File: src/rtl/bcd_down_counter.sv
// bcd_down_counter: multi-digit BCD countdown counter.
//   Loads a BCD start value (digits >9 clamped to 9) and decrements by one on
//   each en tick while running, borrowing digit to digit. Reaching zero enters
//   DONE for exactly one cycle (done pulse), then IDLE.
//   Optional macro BCD_DOWN_RELOAD_EN: DONE reloads the last loaded value and
//   returns to RUN (periodic countdown); a zero reload value goes to IDLE.
// Ports:
//   clk     system clock, rising edge
//   rst_n   asynchronous active-low reset
//   start   load ld_val and begin counting (highest priority, any state)
//   ld_val  BCD start value, digit i at [4i+3:4i]
//   en      count tick, honoured only in RUN
//   abort   stop, hold count, return to IDLE
//   cnt     registered BCD count
//   busy    state == RUN
//   done    state == DONE (one-cycle pulse)

// One BCD digit of the decrement datapath: 0 wraps to 9 under a borrow.
module bcd_digit_dec (
  input  logic [3:0] d,
  input  logic       bin,
  output logic [3:0] q
);
  always_comb begin
    q = d;
    if (bin) q = (d == 4'd0) ? 4'd9 : d - 4'd1;
  end
endmodule

module bcd_down_counter #(
  parameter int DIGITS = 4
) (
  input  logic                  clk,
  input  logic                  rst_n,
  input  logic                  start,
  input  logic [4*DIGITS-1:0]   ld_val,
  input  logic                  en,
  input  logic                  abort,
  output logic [4*DIGITS-1:0]   cnt,
  output logic                  busy,
  output logic                  done
);
  localparam int W = 4*DIGITS;

  typedef enum logic [1:0] {IDLE, RUN, DONE} state_t;
  state_t state;

  logic [W-1:0]      ld_san;
  logic [W-1:0]      cnt_dec;
  logic [DIGITS-1:0] borrow;
  logic              cnt_is_one;

  // Borrow enters digit 0 unconditionally; it ripples only through zero digits.
  assign borrow[0] = 1'b1;

  genvar i;
  generate
    for (i = 0; i < DIGITS; i++) begin : g_dig
      assign ld_san[4*i +: 4] = (ld_val[4*i +: 4] > 4'd9) ? 4'd9 : ld_val[4*i +: 4];
      bcd_digit_dec u_dig (
        .d   (cnt[4*i +: 4]),
        .bin (borrow[i]),
        .q   (cnt_dec[4*i +: 4])
      );
      if (i < DIGITS-1) begin : g_brw
        assign borrow[i+1] = borrow[i] & (cnt[4*i +: 4] == 4'd0);
      end
    end
  endgenerate

  assign cnt_is_one = (cnt == {{(W-1){1'b0}}, 1'b1});

`ifdef BCD_DOWN_RELOAD_EN
  logic [W-1:0] reload;
`endif

  always_ff @(posedge clk or negedge rst_n) begin
    if (!rst_n) begin
      cnt    <= '0;
      state  <= IDLE;
`ifdef BCD_DOWN_RELOAD_EN
      reload <= '0;
`endif
    end else if (start) begin
      cnt    <= ld_san;
`ifdef BCD_DOWN_RELOAD_EN
      reload <= ld_san;
`endif
      state  <= (ld_san == '0) ? DONE : RUN;
    end else if (abort) begin
      state <= IDLE;
    end else begin
      case (state)
        RUN: if (en) begin
          cnt <= cnt_dec;
          // Zero always exits to DONE, so RUN never sees the 0 -> all-9s wrap.
          if (cnt_is_one) state <= DONE;
        end
        DONE: begin
`ifdef BCD_DOWN_RELOAD_EN
          if (reload != '0) begin
            cnt   <= reload;
            state <= RUN;
          end else begin
            cnt   <= '0;
            state <= IDLE;
          end
`else
          cnt   <= '0;
          state <= IDLE;
`endif
        end
        default: state <= IDLE;
      endcase
    end
  end

  assign busy = (state == RUN);
  assign done = (state == DONE);

endmodule

File: config.mk
export PLATFORM = sky130hd
export DESIGN_NAME = bcd_down_counter
export DESIGN_NICKNAME = d
export VERILOG_FILES = /design/src/rtl/bcd_down_counter.sv
export SDC_FILE = /design/constraint.sdc
export NUM_CORES = 1
export LEC_CHECK = 0
export BUFFER_PORTS_ARGS = -buffer_cell sky130_fd_sc_hd__buf_4
export CORE_UTILIZATION = 47
export DETAILED_ROUTE_END_ITERATION = 16
export MAX_ROUTING_LAYER = met4
export PLACE_DENSITY = 0.76
export SLEW_MARGIN = 25
export SYNTH_ARGS = -nofsm -noshare
export SYNTH_HDL_FRONTEND = slang
export SYNTH_SLANG_ARGS = --single-unit
File: constraint.sdc
create_clock -name clk -period 1.9 [get_ports clk]
set_input_delay 0.38 -clock clk [delete_from_list [all_inputs] [get_ports clk]]
set_output_delay 0.38 -clock clk [all_outputs]
set_load 0.1 [all_outputs]
==> out/results.txt <==
The total count of hold-check failures in the final report is 0, and the post-detailed-route count of antenna-violating nets is 0. In the final routed layout, each cell accounts on average for 17.0 um. The number of enable flip-flop cells after synthesis came out at 0.

The number of DRC violations after detailed-routing iteration 0 was 95; the adder-cell share of the synthesized area was 6.22%. The tree is rooted in a sky130_fd_sc_hd__clkbuf_4. In this run the critical register-to-register path is launched from cnt[1].

The post-route minimum period is 1.89 ns, and the latest clock arrival within the worst-skew pair is 0.30 ns. Counting the buffers created by CTS gives 3. In this run the standard cell core region covers 2810 um2. Startpoint class of the critical path: a register. Fill cells in the final layout number 222. Setup violations remaining at the end of the flow were counted as 0.

Number of warnings reported in the yosys synthesis log: 0. The clock drives 18 sinks. The number of H-tree levels was 1.

Summing all multi-input logic gate instances after layout gives 961 um2. The library cell used most frequently in the layout, excluding fill and tap cells, is sky130_fd_sc_hd__buf_4. After synthesis, the share of flip-flops with an asynchronous set or reset is 100%. Summed over all cells, the static leakage comes to 0.000862 uW. In this run, flip-flops and latches consume 25.9% of the power. The run finished, with violations left. By area the synthesized netlist is led by sky130_fd_sc_hd__dfrtp_1 (32%), sky130_fd_sc_hd__ha_1 (6.2%), sky130_fd_sc_hd__mux2_1 (4.0%). The synthesized netlist devotes 26.7% of its cell area to compound gates.

The tightest hold path in the finished design has a slack of 0.323 ns. After detailed routing, the number of vias per cell comes to 6.19. The first global-routing pass estimated 7030 um of wire. For the proportion of synthesized chip area in sequential cells, the log shows 32.0%. In this run the worst setup path begins at cnt[1]. In this run the tightest slew margin relative to its limit is 69.3%. The number of antenna repair diodes is 0.

The relative area change from synthesis to final layout came out at 41.7%. The worst-margin pin slew is 0.460 ns, and the number of synthesized register bits is 18. The logic depth of the worst setup path including buffers was 6. TritonCTS built the clock tree.

The logs give 0 for the initial antenna violation count and 186 for the net count of the mapped netlist. The total overflow left after global routing is 0. Setup repair after global routing could not meet its margin everywhere. The cell area after technology mapping was 1410 um2. The checks that failed: DRC.

On the critical path the largest part of the delay comes from simple AND/OR/NAND/NOR gates. The peak supply drop was 0.000967 V; the number of I/O pins was 39. The cell total after placement is 233, and the fraction of power consumed by combinational cells is 64.6%. Data on the critical path is required at its endpoint by 2.10 ns. The sum of buffers and inverters on the critical path was 1; the switching part of the total was 55.3%.

The floorplan has 19 rows. The area share of the largest cell type after synthesis is 32.0%, and the power per standard cell area is 1320 nW/um2. The highest-delay cell along the critical path is sky130_fd_sc_hd__dfrtp_4. The final setup slack of the worst path was 0.00813 ns; the number of cells on the worst reg-to-reg path was 6. In the synthesized netlist the dominant register cell turns out to be sky130_fd_sc_hd__dfrtp_1. The largest fanout on the critical path was 4; the worst stage delay on the critical path was 0.51 ns. The number of maximum-capacitance violations came out at 0. Of the post-synthesis cell area, the part taken by muxes is 7.55%.

The die is 56.8 um wide. sky130_fd_sc_hd__dfrtp_1 takes more of the synthesized area than any other cell. The tools report the total net switching power as 1450 uW. The via count of the first global-routing pass is 1480. The tools report the die area as 3220 um2.

The clock passes through at most 2 buffers. Once detailed placement completed, the half-perimeter wirelength came to 3160 um. The final cycle utilization of the critical path came out at 99.6%. The library cells used most frequently in the layout, excluding fill and tap cells, are sky130_fd_sc_hd__buf_4 (54), sky130_fd_sc_hd__nand2_1 (13), sky130_fd_sc_hd__inv_1 (12).

At the end of the flow the core is filled with cells to 71.1%. Main combinational cell family by area after synthesis: compound AO/OA/AOI/OAI gates. The run gives 0.0193 ns as the pre-CTS worst setup slack. The synthesized netlist cell count came out at 158. The critical path class is register to register.

For the worst setup path, the data arrival time is 2.09 ns. Summing the areas of all xor and xnor instances in the mapped netlist gives 0% of the synthesized area. The height of the die works out to 56.8 um. The tools report the top achievable clock speed as 529 MHz. For the portion of total power attributed to the clock network, the log shows 9.4%. The logs give 0.898 for the routability-driven placement congestion ratio and 2 for the detailed-route DRC error count. The internal power of the cells totals 1170 uW.

The worst setup path is captured at a register. The type of the most critical hold path was primary input to register. For this run, the number of standard cells in the final layout without fillers is 246.

The run gives 4180 um as the total wirelength of the detailed-routed design. The number of cells on the worst hold path is 3. Input and output buffers added on the ports amount to 38. The post-synthesis area per instance was 8.92 um2; the worst clock skew on the final layout was 0.00433 ns. Of the cells placed in the final design, the portion with a size suffix greater than 1 is 41.4%. The first detailed-routing pass took 10 iterations. In this run, distinct cell masters in the synthesized netlist total 47. In this run the most critical hold path is launched from ld_val[6]. The largest net degree at the start of global routing is 19. Overall via count from detail_route: 1523. The effective utilization at floorplan was 50.2%; the max-slew violation count was 0.

Overall power consumption after layout is estimated at 2630 uW. After clock tree synthesis, the clock-pin slew on the worst setup and hold paths is 0.11 ns. After the last flow step, the layout net total stands at 244. Across every metal layer, demand over resource in global routing totals 28.6%. Walking the worst path, the cells encountered are inv_4, ha_4, nor3b_4, a31oi_2, or2_4, a311o_1. The simple-gate share of the synthesized area came out at 22.6%. The sequential cells in the finished layout cover a total of 479 um2.
routing by layer:
metal  wire length [um]  vias to the layer above  GRT usage, %
met2               2050                       68          46.3
met1               1720                      727          37.0
met3                295                       14          4.38
met5                  0                        -             -
li1                   -                      714             -
met4                106                        0          8.71
synthesized netlist by cell type, types with 2 or more instances:
cell type and n:
sky130_fd_sc_hd__nand2_1 13, sky130_fd_sc_hd__nor4_1 5, sky130_fd_sc_hd__inv_1 14, sky130_fd_sc_hd__o21a_1 3
sky130_fd_sc_hd__nor3b_1 4, sky130_fd_sc_hd__mux2_1 5, sky130_fd_sc_hd__a21oi_1 6, sky130_fd_sc_hd__o2bb2ai_1 4
sky130_fd_sc_hd__mux2i_1 2, sky130_fd_sc_hd__mux2_4 2, sky130_fd_sc_hd__nor2b_1 5, sky130_fd_sc_hd__o31ai_1 6
sky130_fd_sc_hd__a32oi_1 4, sky130_fd_sc_hd__o21bai_1 4, sky130_fd_sc_hd__o311ai_1 2, sky130_fd_sc_hd__nand3_1 2
sky130_fd_sc_hd__nor3_1 2, sky130_fd_sc_hd__a311o_1 2, sky130_fd_sc_hd__o21ai_0 6, sky130_fd_sc_hd__nor2_1 9
sky130_fd_sc_hd__dfrtp_1 18, sky130_fd_sc_hd__nor4b_1 3, sky130_fd_sc_hd__a31oi_1 2, sky130_fd_sc_hd__or3_1 2
sky130_fd_sc_hd__inv_2 2, sky130_fd_sc_hd__ha_1 7, sky130_fd_sc_hd__nand2b_1 3, sky130_fd_sc_hd__o211ai_1 2
tightest hold or removal path, cell delays in order:
cell	delay [ns]
sky130_fd_sc_hd__buf_4	0.10
sky130_fd_sc_hd__nand2_1	0.05
sky130_fd_sc_hd__o311ai_1	0.06
per-stage QoR:
step | instance area (um2) | TNS, ns
3_5_place_dp | 1850 | 0
2_1_floorplan | 1480 | -0.264
6_report | 2000 | 0
5_1_grt | 2000 | -0.213
4_1_cts | 1920 | 0
3_3_place_gp | 1850 | 0
area by class of cell:
| class | count | area share, % |
|---|---|---|
| inverter | 16 | 3.26 |
| timing repair buffer | 55 | 20.8 |
| multi-input combinational | 122 | 48.2 |
| clock buffer | 4 | 1.82 |
| sequential | 18 | 24.0 |
| tap | 31 | 1.94 |
sequential cells by signal, indices dropped and copies added (netlist names):
signal	flops
cnt	16
state	2
final timing paths:
kind / end / slack (ns)
setup reg to reg: cnt[7] / 0.008
max in group asynchronous: cnt[9] / 1.21
min in group asynchronous: cnt[1] / 0.47
hold / removal: cnt[6] / 0.32
hold reg to reg: cnt[12] / 0.56
setup / recovery: cnt[7] / 0.008
cell families after synthesis:
group	count (synthesis)
adder cells (fa/ha/maj)	7
AND/OR/NAND/NOR	56
AO/OA/AOI/OAI	50
flip-flops	18
multiplexers	9
buffers and inverters	18
what timing repair did:
action | in CTS | in global routing
setup buffers | 2 | 6
gates resized for setup | 1 | 5
endpoints found under the hold margin | 18 | 0
pin swaps | 0 | 2
hold buffers | 1 | 0
setup endpoints to repair | 2 | 8
power by group through the flow:
| stage | registers, uW | logic (uW) | clock network (uW) |
|---|---|---|---|
| CTS | 672 | 1620 | 253 |
| floorplan | 1390 | 480 | 0 |
| detailed placement | 680 | 1600 | 0 |
| global placement | 667 | 1570 | 0 |
| finish | 681 | 1700 | 248 |
| global route | 703 | 1790 | 267 |
No activity file was read; power rests on OpenSTA's default activity.
